File: config.mk
export PLATFORM = sky130hd
export DESIGN_NAME = decompress_core
export DESIGN_NICKNAME = d
export VERILOG_FILES = /design/src/rtl/decompress_core_pkg.sv /design/src/rtl/decompress_core_run_writer.sv /design/src/rtl/decompress_core.sv
export SDC_FILE = /design/constraint.sdc
export NUM_CORES = 1
export LEC_CHECK = 0
export BUFFER_PORTS_ARGS = -buffer_cell sky130_fd_sc_hd__buf_2
export CORE_ASPECT_RATIO = 0.75
export CORE_MARGIN = 3
export CORE_UTILIZATION = 35
export DETAILED_ROUTE_END_ITERATION = 7
export PLACE_DENSITY = 0.66
export SYNTH_ARGS = -nofsm -noshare
export SYNTH_HDL_FRONTEND = slang
export SYNTH_HIERARCHICAL = 1
export SYNTH_SLANG_ARGS = --single-unit
File: constraint.sdc
create_clock -name clk -period 7.4 [get_ports clk]
set_clock_uncertainty 0.15 [all_clocks]
set_input_delay 1.48 -clock clk [delete_from_list [all_inputs] [get_ports clk]]
set_output_delay 1.48 -clock clk [all_outputs]
set_load 0.05 [all_outputs]
File: src/rtl/decompress_core_pkg.sv
`default_nettype none
// ============================================================================
//  Module      : decompress_core_pkg
//  Description : Shared types, field positions and helpers for the run-length
//                decompressor.
//  Revision    : 1.0
// ============================================================================
package decompress_core_pkg;

    localparam int BYTE_W  = 8;
    localparam int POS_W   = 3;
    localparam int IDX_W   = 4;
    localparam int CNT_W   = 32;
    localparam int CODE_W  = 3;
    localparam int VAL_BIT = 2;
    localparam int LEN_MSB = 1;

    typedef enum logic [1:0] {
        IDLE   = 2'd0,
        RUN1   = 2'd1,
        RUN2   = 2'd2,
        FINISH = 2'd3
    } state_t;

    function automatic logic [LEN_MSB:0] code_len(input logic [CODE_W-1:0] code);
        return code[LEN_MSB:0];
    endfunction

    function automatic logic code_val(input logic [CODE_W-1:0] code);
        return code[VAL_BIT];
    endfunction

endpackage
`default_nettype wire

File: src/rtl/decompress_core_run_writer.sv
`default_nettype none
// ============================================================================
//  Module      : run_writer
//  Description : Returns a byte with one bit position optionally overwritten.
//  Revision    : 1.0
// ============================================================================
module run_writer
    import decompress_core_pkg::*;
(
    input  logic [BYTE_W-1:0] din,
    input  logic [POS_W-1:0]  pos,
    input  logic              val,
    input  logic              en,
    output logic [BYTE_W-1:0] dout
);

    always_comb begin
        dout = din;
        if (en) begin
            dout[pos] = val;
        end
    end

endmodule
`default_nettype wire

File: src/rtl/decompress_core.sv
`default_nettype none
// ============================================================================
//  Module      : decompress_core
//  Description : Expands two 3-bit run codes into one byte, MSB first.
//  Revision    : 1.0
// ============================================================================
module decompress_core
    import decompress_core_pkg::*;
(
    input  logic              clk,
    input  logic              rst,
    input  logic [CODE_W-1:0] in1,
    input  logic [CODE_W-1:0] in2,
    input  logic              work,
    output logic [BYTE_W-1:0] out,
    output logic [CNT_W-1:0]  byteIndx,
    output logic [IDX_W-1:0]  bitIndx,
    output logic              done
);

    localparam logic [POS_W-1:0] c_top_pos = POS_W'(BYTE_W - 1);

    state_t              r_state;
    logic [CODE_W-1:0]   r_code1;
    logic [CODE_W-1:0]   r_code2;
    logic [LEN_MSB:0]    r_cnt;
    logic [BYTE_W-1:0]   r_out;
    logic [IDX_W-1:0]    r_bit_idx;
    logic [CNT_W-1:0]    r_byte_idx;
    logic                r_done;

    state_t              w_state_nxt;
    logic [CODE_W-1:0]   w_code1_nxt;
    logic [CODE_W-1:0]   w_code2_nxt;
    logic [LEN_MSB:0]    w_cnt_nxt;
    logic [BYTE_W-1:0]   w_out_nxt;
    logic [IDX_W-1:0]    w_bit_nxt;
    logic [CNT_W-1:0]    w_byte_nxt;
    logic                w_done_nxt;

    logic [CODE_W-1:0]   w_cur_code;
    logic                w_run_left;
    logic                w_wr_en;
    logic [POS_W-1:0]    w_pos;
    logic [BYTE_W-1:0]   w_out_wr;

    // Both run states drive the same writer; the active code selects the value.
    assign w_cur_code = (r_state == RUN2) ? r_code2 : r_code1;
    assign w_run_left = (r_cnt != code_len(w_cur_code));
    assign w_wr_en    = ((r_state == RUN1) || (r_state == RUN2)) && w_run_left;
    assign w_pos      = c_top_pos - r_bit_idx[POS_W-1:0];

    run_writer u_run_writer (
        .din  (r_out),
        .pos  (w_pos),
        .val  (code_val(w_cur_code)),
        .en   (w_wr_en),
        .dout (w_out_wr)
    );

    always_comb begin
        w_state_nxt = r_state;
        w_code1_nxt = r_code1;
        w_code2_nxt = r_code2;
        w_cnt_nxt   = r_cnt;
        w_out_nxt   = r_out;
        w_bit_nxt   = r_bit_idx;
        w_byte_nxt  = r_byte_idx;
        w_done_nxt  = 1'b0;

        case (r_state)
            IDLE: begin
                if (work) begin
                    w_code1_nxt = in1;
                    w_code2_nxt = in2;
                    w_out_nxt   = '0;
                    w_bit_nxt   = '0;
                    w_cnt_nxt   = '0;
                    w_state_nxt = RUN1;
                end
            end
            RUN1, RUN2: begin
                if (w_run_left) begin
                    w_out_nxt = w_out_wr;
                    w_bit_nxt = r_bit_idx + 4'd1;
                    w_cnt_nxt = r_cnt + 2'd1;
                end else begin
                    // Exhausted run costs one cycle, which is also how a zero-length run passes.
                    w_cnt_nxt   = '0;
                    w_state_nxt = (r_state == RUN1) ? RUN2 : FINISH;
                end
            end
            FINISH: begin
                w_done_nxt  = 1'b1;
                w_byte_nxt  = r_byte_idx + 32'd1;
                w_state_nxt = IDLE;
            end
            default: begin
                w_state_nxt = IDLE;
            end
        endcase
    end

    always_ff @(posedge clk) begin
        if (rst) begin
            r_state    <= IDLE;
            r_code1    <= '0;
            r_code2    <= '0;
            r_cnt      <= '0;
            r_out      <= '0;
            r_bit_idx  <= '0;
            r_byte_idx <= '0;
            r_done     <= 1'b0;
        end else begin
            r_state    <= w_state_nxt;
            r_code1    <= w_code1_nxt;
            r_code2    <= w_code2_nxt;
            r_cnt      <= w_cnt_nxt;
            r_out      <= w_out_nxt;
            r_bit_idx  <= w_bit_nxt;
            r_byte_idx <= w_byte_nxt;
            r_done     <= w_done_nxt;
        end
    end

    assign out      = r_out;
    assign byteIndx = r_byte_idx;
    assign bitIndx  = r_bit_idx;
    assign done     = r_done;

endmodule
`default_nettype wire

==> reports/results.txt <==
Outcome - finished clean
IO Pins - 54
Clk root buf - clkbuf_8
Avg WL per Cell - 13.5 um
Post-synth net total - 321
Worst r2r src - r_state[0]
Share of layout cells above drive strength 1 - 22.9%
Remaining DRCs - 0
CTS max path bufs - 2
Sequential area share after synthesis - 39.9%
Vias in the first global route - 2,238
Critical Path End - out[0]
Max-slew headroom - 40.4%
# hold bufs at CTS - 0
R2R cell count - 9
Final hold vios - 0
Global placement routability congestion - 0.786
Die height - 82.9 um
Vias per cell - 5.37
Routed wire length - 6090 um
Post-synth EDFFs - 0
Post-route antenna net violation count - 0
Std-Cell Rows - 27
Avg Cell Area, Syn - 9.02 sq um
Overall power - 731 uW
Buffers on Ports - 53
Fin Setup TNS - 0 ns
Overflow after GRT - 0
LEAKAGE - 1.27 nW
H-tree levels - 2
Main synth FF type - dfxtp_1
Unique cell type count in the Yosys netlist - 47
Critical Path Source Type - register
Setup crit start - r_state[0]
Synthesis-to-finish area growth - 16.0%
Via count - 2,418
Worst-Skew Late Latency - 0.31 ns
Synthesized flop and latch total - 55
CTS buffer count - 5
CTS resizes - 0
Die X - 109 um
Arrival @ worst endpoint - 3.24 ns
Initial DRC count - 105
Synth Warn # - 6
Maxcap violations - 0
Commonest non-fill, non-tap cell in the layout - dfxtp_1
Largest net degree at the start of global routing - 49
Synth async-reset ratio - 0%
Flop2flop setup slack - 4.22 ns
ANT cells - 0
CP Max Fanout - 9
WHS Path Cells - 2
Fin crit share - 43.0%
Core Box Area - 0.00750 sq mm
Pre-Repair DR Iteration Count - 6
Max rail drop VDD - 0.111 mV
Total Nets Final - 363
CTS tree - built
Worst setup path class - reg -> reg
Final setup violation count - 0
# Post-CTS Setup Buffers - 0
Clock sink total - 55
Most frequent cells in the layout - dfxtp_1, buf_2, nand2_1, a21oi_1, nor2_1
Max Slew Vio Count - 0
GR Util All Layers - 14.0%
Initial antenna violation count - 0
Synth Instances - 306
Crit end category - register
Die area - 0.00900 sq mm
Initial Util - 36.8%
Worst EP required - 7.46 ns
HP Class - reg -> reg
Mapped Area - 0.00276 sq mm
RR Endpoint - out[0]
First-pass GRT wire length - 10,500 um
Worst-Margin Slew - 0.888 ns
Fillers - 739
Unrepaired setup endpoints after global routing - false
Clock-pin slew of the registers on the worst-case setup and hold paths - 0.10 ns
DP HPWL - 4230 um
Power density cells - 228 mW/mm^2
Final Critical Period - 3.18 ns
Fmax - 314 MHz
layout make-up:
| cell class | instances | area [sq um] | share of cell area [%] |
|---|---|---|---|
| multi-input cells | 224 | 1550 | 48.5 |
| well taps | 101 | 126 | 3.95 |
| inverters | 9 | 33.8 | 1.06 |
| repair buffers | 53 | 265 | 8.29 |
| flip-flops and latches | 55 | 1100 | 34.4 |
| clock inverters | 2 | 38.8 | 1.21 |
| clock buffers | 6 | 82.6 | 2.58 |
stage by stage:
step | utilization [%] | worst slack, ns | instances | hold WS, ns | instance area [sq um]
after global routing | 42.7 | 3.92 | 450 | 0.325 | 3200
after detailed placement | 41.1 | 3.96 | 442 | 0.297 | 3080
after global placement | 41.1 | 3.99 | 442 | 0.295 | 3080
final | 42.7 | 4.22 | 450 | 0.305 | 3200
after CTS | 42.7 | 4.17 | 450 | 0.312 | 3200
after floorplan | - | 4.61 | 306 | 0.283 | 2760
routing by layer:
metal	global-route usage [%]	vias to the layer above	part of all wire, %
li1	-	1227	-
met1	19.9	1118	50
met2	20.6	62	44
met3	2.87	11	4.7
met4	5.39	0	1.6
met5	0	-	0
worst min-delay path by stage:
stage | startpoint | end | slack (ns)
6_report | r_code1[2] | r_code1[2] | 0.31
5_1_grt | r_code1[2] | r_code1[2] | 0.33
4_1_cts | r_code1[2] | r_code1[2] | 0.31
3_5_place_dp | r_code1[2] | r_code1[2] | 0.30
3_3_place_gp | r_code2[0] | r_code2[0] | 0.30
2_1_floorplan | r_code2[2] | r_code2[2] | 0.28
sequential cells by signal (all words and copies together) (netlist names):
signal and cells:
bitIndx 4, byteIndx 32, done 1, out 8, r_cnt 2, r_code1 3
r_code2 3, r_state 2
where the power goes:
| part | switching [mW] | leakage, nW | internal, mW |
|---|---|---|---|
| combinational | 0.130 | 0.760 | 0.0626 |
| sequential | 0.0133 | 0.444 | 0.311 |
| clock | 0.103 | 0.0618 | 0.112 |
| total | 0.246 | 1.27 | 0.485 |
synth_stat cells, types with 2 or more instances:
master,n,share of area (%)
nand2_1,25,3.4
mux2_2,7,2.9
nand3_1,14,2.5
xor2_1,8,2.5
nor3_1,5,0.91
and4bb_1,3,1.4
clkbuf_1,10,1.4
buf_2,3,0.54
nand4b_1,3,0.95
a21oi_1,25,4.5
nor4_1,4,0.91
or3_1,3,0.68
mux2i_1,5,1.8
o211ai_1,2,0.54
or4_1,16,4.4
ha_1,6,2.7
nand4_2,2,0.91
dfxtp_1,55,40
nor2_1,19,2.6
o21ai_0,6,1.1
nand4_1,11,2.5
a22o_1,9,2.9
nor2b_1,3,0.68
o31ai_1,13,3.5
buf_1,5,0.68
and3_1,5,1.1
mux2_4,3,1.6
and4_1,3,0.95
inv_1,9,1.2
xnor2_1,7,2.2
logic make-up after synthesis:
kind of cell / after synthesis / share of synthesized area, %
flip-flops: 55 / 39.9
AO/OA/AOI/OAI: 64 / 16.1
buffers and inverters: 27 / 3.81
adder cells (fa/ha/maj): 6 / 2.72
AND/OR/NAND/NOR: 124 / 26.4
XOR/XNOR: 15 / 4.76
multiplexers: 15 / 6.30
worst max-delay path, cell delays in order, from the launching register on:
cell	delay (ns)
dfxtp_1	0.37
inv_1	0.09
ha_1	0.27
mux2i_1	0.20
xnor2_1	0.67
nor2_1	0.15
nor2_1	0.36
nor4b_2	0.27
mux2_2	0.36
a22o_1	0.19
No activity file was read; power rests on OpenSTA's default activity.
